File: src/rtl/instruction_decode.sv
// RV32I decode stage: field split, 32x32 register file with async reads and
// one write port, and opcode-keyed immediate generation.
module instruction_decode (
   input  logic        clk,
   input  logic        rst,
   input  logic [31:0] data,
   input  logic        WrEn,
   input  logic [31:0] DIn,
   output logic [6:0]  opcode,
   output logic [2:0]  f3,
   output logic [6:0]  f7,
   output logic [31:0] r1,
   output logic [31:0] r2,
   output logic [31:0] Imm
);

   localparam logic [6:0] OpImm    = 7'b0010011;
   localparam logic [6:0] OpLoad   = 7'b0000011;
   localparam logic [6:0] OpJalr   = 7'b1100111;
   localparam logic [6:0] OpSystem = 7'b1110011;
   localparam logic [6:0] OpStore  = 7'b0100011;
   localparam logic [6:0] OpBranch = 7'b1100011;
   localparam logic [6:0] OpLui    = 7'b0110111;
   localparam logic [6:0] OpAuipc  = 7'b0010111;
   localparam logic [6:0] OpJal    = 7'b1101111;

   logic [4:0]  w_rd;
   logic [4:0]  w_rs1;
   logic [4:0]  w_rs2;
   logic [31:0] r_regs [32];

   assign opcode = data[6:0];
   assign f3     = data[14:12];
   assign f7     = data[31:25];
   assign w_rd   = data[11:7];
   assign w_rs1  = data[19:15];
   assign w_rs2  = data[24:20];

   // Entry 0 is cleared by reset and never written; reads also force it to zero.
   always_ff @(posedge clk) begin
      if (rst) begin
         for (int i = 0; i < 32; i++) begin
            r_regs[i] <= 32'd0;
         end
      end else if (WrEn && (w_rd != 5'd0)) begin
         r_regs[w_rd] <= DIn;
      end
   end

   assign r1 = (w_rs1 == 5'd0) ? 32'd0 : r_regs[w_rs1];
   assign r2 = (w_rs2 == 5'd0) ? 32'd0 : r_regs[w_rs2];

   always_comb begin
      Imm = 32'd0;
      case (opcode)
         OpImm, OpLoad, OpJalr, OpSystem:
            Imm = {{20{data[31]}}, data[31:20]};
         OpStore:
            Imm = {{20{data[31]}}, data[31:25], data[11:7]};
         OpBranch:
            Imm = {{19{data[31]}}, data[31], data[7], data[30:25], data[11:8], 1'b0};
         OpLui, OpAuipc:
            Imm = {data[31:12], 12'd0};
         OpJal:
            Imm = {{11{data[31]}}, data[31], data[19:12], data[20], data[30:21], 1'b0};
         default:
            Imm = 32'd0;
      endcase
   end

endmodule

File: config.mk
export PLATFORM = sky130hd
export DESIGN_NAME = instruction_decode
export DESIGN_NICKNAME = d
export VERILOG_FILES = /design/src/rtl/instruction_decode.sv
export SDC_FILE = /design/constraint.sdc
export NUM_CORES = 2
export LEC_CHECK = 0
export CORE_MARGIN = 1
export CORE_UTILIZATION = 58
export CTS_BUF_LIST = sky130_fd_sc_hd__clkbuf_4 sky130_fd_sc_hd__clkbuf_8
export CTS_CLUSTER_SIZE = 24
export DETAILED_ROUTE_END_ITERATION = 8
export GPL_TIMING_DRIVEN = 0
export PLACE_DENSITY = 0.79
export RECOVER_POWER = 25
export SLEW_MARGIN = 5
export SYNTH_ARGS = -nofsm -noshare
export SYNTH_HDL_FRONTEND = slang
export SYNTH_SLANG_ARGS = --single-unit
File: constraint.sdc
create_clock -name clk -period 2.4 [get_ports clk]
set_input_delay 0.48 -clock clk [delete_from_list [all_inputs] [get_ports clk]]
set_output_delay 0.48 -clock clk [all_outputs]
set_load 0.05 [all_outputs]
Word-level counts from Yosys, hierarchy flattened. Memory sizes are Yosys's and may differ from the RTL's. Index checks and enable logic that the tools add are counted.

Register bits: 0. Bits in writable memories: 1024. Input port bits: 67. Output and inout bits: 113. Logic and storage cells: 28. Memories: 1.

Equal/unequal tests: 9. Multiplexer cells: 11. Reduce and logical (&&, ||, !) cells: 7.

Memory list: r_regs (depth 32, width 32, rd ports 2, clocked after memory_dff 0, write ports 32, RTL line 30) `logic [31:0] r_regs [32];`.

Operators by type and width (count): case mux 32 bit (5 select lines) (1); two-way mux 32 bit (3); OR reduction 32 bit (1); == test 7 bit, second input constant (4); == test 7 x 5 -> 1 bit, second input constant (2); == test 7 x 6 -> 1 bit, second input constant (2); logical NOT 5 bit (2); == test 7 x 2 -> 1 bit, second input constant (1); two-way mux 1 bit (6); two-way mux 5 bit (1); nonzero test 5 bit (1); OR reduction 4 bit (1); OR reduction 2 bit (1); logical AND 1 bit (1).

Depth between registers and ports, before layout.
Word-level depth: 7. Mapped depth: 10. Gate-level depth less buffers: 5.

Least setup slack after synthesis. No wires, ideal clock.

Path type: input port to output port. Start: in data[20]. End: out r2[22]. Data arrival time: 2.836 ns. Required time: 1.920 ns. Path slack: -0.916 ns. Cell stages on the path: 10. Buffers on the path: 5. Path through: buf_6 > buf_6 > buf_2 > buf_2 > inv_2 > clkbuf_1 > nand2_1 > nand2_1 > a221oi_1 > a221oi_1.

Longest elaborated chain between the ends: 2. Elaborated cells on any way between the ends: 3. Classes of those cells: mux: 1; reduce/logical: 1; memory: 1.

RTL lines: start: declaration (RTL line 6) `input logic [31:0] data,`; memory (32 x 32 bit) or logical NOT 5 bit (tied branches); two-way mux 32 bit (*) (RTL line 51) `assign r2 = (w_rs2 == 5'd0) ? 32'd0 : r_regs[w_rs2];`; end: declaration (RTL line 13) `output logic [31:0] r2,`.

Every way passes the cells marked *; elsewhere a longest branch is shown, timed or not.

==> flow_summary.json <==
{
  "layout_common_cells": "edfxtp_1 (1024), and2_1 (978), mux4_2 (404), mux2i_1 (278), clkbuf_1 (189)",
  "ys_warn_count": 0,
  "max_slew_margin": 0.111,
  "synth_area_um2": 55500,
  "grt_start_max_net_pins": 33,
  "power_leakage_nw": 24.3,
  "grt_usage": 0.462,
  "netlist_instances": 3814,
  "tns_ns": -1144.46,
  "cts_tree": "yes",
  "path_cells": "mux4_2 > mux2_4 > a221oi_4 > a221oi_4 > buf_6",
  "dieHeight_um": 311,
  "dp.cells": 5292,
  "synth_area_per_cell_um2": 14.6,
  "slowest_delay_ns": 0.70,
  "cts_hold_buf": 0,
  "place_hpwl_mm": 150,
  "required_ns": 1.92,
  "cpMostUsedCell": "a221oi_4",
  "yosys-top-cells-area": "edfxtp_1 (55%), mux4_2 (16%), and2_1 (11%), mux2i_1 (5.7%), clkbuf_1 (1.8%)",
  "finalNonFillerCells": 5679,
  "finalHoldViolCount": 0,
  "dieArea_um2": 96900,
  "cp.arrival_ns": 3.14,
  "grt_overflow_total": 0,
  "rsz0062_at_grt": "yes",
  "routed_via_density": 7.24,
  "ios": 180,
  "clockBufferDepth": 3,
  "synth_top_cell_by_area": "edfxtp_1",
  "place_ws_ns": -2.99,
  "cap_violations": 0,
  "cts_inserted_buffers": 167,
  "grt_pass1_wl_mm": 303,
  "synth_top_area_share": 0.554,
  "critical-path-top-delay-family": "compound AO/OA/AOI/OAI gates",
  "drt-total-wl_mm": 225,
  "fin_ws_ns": -1.22,
  "ir_worst_vdd_mv": 0.579,
  "gp_congestion": 1.03,
  "clk_pin_slew_worst_paths_ns": 0.07,
  "min_period_over_period": 1.51,
  "crit_slowest_cell": "a221oi_4",
  "clkSinkCount": 1024,
  "worst_pin_slew_ns": 1.33,
  "port-buffer-count": 168,
  "clock.fmax_mhz": 277,
  "critPathLaunchType": "register",
  "maxSlewViolCount": 0,
  "firstDrtPassIters": 9,
  "layout_commonest_cell": "edfxtp_1",
  "final_nets": 4351,
  "p_per_area_nw_per_um2": 665,
  "netlist-cell-type-count": 52,
  "core_um2": 94900,
  "async_flop_share": 0,
  "grt_pass1_vias": 39700,
  "drt_iter0_markers": 7988,
  "reg_top3": "r_regs x1024",
  "seq_area_frac_synth": 0.554,
  "synth_seq_cells": 1024,
  "n_fill_cell": 5929,
  "largest_reg_flops": 1024,
  "htreeDepth": 4,
  "cp-end-kind": "primary output",
  "drc": 0,
  "holdCritPathClass": "input port to register",
  "synth_edf_count": 1024,
  "failed_checks": "negative setup slack",
  "wire_per_inst_um": 39.6,
  "drive_gt1_frac": 0.335,
  "ant_nets": 0,
  "worst-path-max-fanout": 2,
  "cp.buffers_inverters": 1,
  "largest-register": "r_regs",
  "die_width_um": 311,
  "dpl_cell_area_um2": 61500,
  "post-route-min-period_ns": 3.62,
  "final_core_util": 0.713,
  "setup_viol": 2056,
  "num_rows": 113,
  "initial_core_util": 0.585,
  "crit_type": "register to primary output",
  "status": "finished with violations",
  "final_design_area_no_fill_um2": 67600,
  "antenna_found_initial": 10,
  "synth-main-ff-cell": "edfxtp_1",
  "vias": 41100,
  "area_growth_pct": 21.8,
  "cts_root_buffer": "clkbuf_8"
}
-- layout make-up --
cell class / instances / area (um^2) / area share
Sequential cell: 1024 / 30700 / 0.455
Multi-Input combinational cell: 2419 / 26100 / 0.386
Buffer: 415 / 3240 / 0.0479
Timing Repair Buffer: 254 / 2770 / 0.0410
Clock buffer: 215 / 2680 / 0.0397
Tap cell: 1265 / 1580 / 0.0234
Clock inverter: 70 / 434 / 0.00642
Antenna cell: 14 / 35.0 / 0.000518
Inverter: 3 / 11.3 / 0.000167
-- per-layer routing --
metal / vias to the layer above / track usage / share of wire
li1: 15500 / - / -
met1: 20200 / 0.557 / 0.31
met2: 4352 / 0.629 / 0.41
met3: 1065 / 0.228 / 0.18
met4: 10 / 0.364 / 0.10
met5: - / 0.00247 / 0.00069
-- synth_stat cells, drive strengths merged, types with 2 or more instances --
library cell,number
a211oi,9
a21o,19
a21oi,37
a221oi,77
a22o,7
a22oi,95
a31oi,17
and2,1004
and3,12
buf,156
clkbuf,261
edfxtp,1024
inv,3
mux2,46
mux2i,315
mux4,404
nand2,141
nand3,31
nand3b,4
nor2,54
nor2b,16
nor3,2
nor3b,2
nor4,2
o211ai,3
o21a,2
o21ai,16
o221ai,9
or2,33
or3b,2
-- through the flow --
step	power [mW]	hold WS [ns]
after floorplan	26.1	0.678
after global placement	28.8	1.27
after detailed placement	29.0	1.29
after CTS	44.0	0.403
after global routing	45.4	0.407
final	44.9	0.404
-- report_power, final --
part	switching, mW	total [mW]	internal [mW]
combinational	5.34	8.65	3.31
clock	7.40	15.1	7.69
sequential	0.520	21.2	20.7
total	13.3	44.9	31.7
-- what timing repair did --
action                                  4_1_cts  5_1_grt
endpoints found under the setup margin     1999     1168
pin swaps                                    83       78
hold endpoints to repair                      0        0
cloned                                       18        2
setup buffers                                47       26
resized for setup                          1163      171
-- final timing paths --
check                               startpoint                         end  depth (start not counted)
setup / recovery  r_regs[30][30]$_SDFFCE_PN0P_                      r2[30]                          5
hold / removal                          DIn[5]  r_regs[5][5]$_SDFFCE_PN0P_                          2
-- cells by family after synthesis --
kind of cell | after synthesis | share of synthesized area
DFF | 1024 | 0.554
and+or+nand+nor | 1308 | 0.138
AOI/OAI and AO/OA | 296 | 0.0426
buffers and inverters | 420 | 0.0351
muxes | 765 | 0.230
other | 1 | 0.0000676
Power figures use the tool's default switching activity.
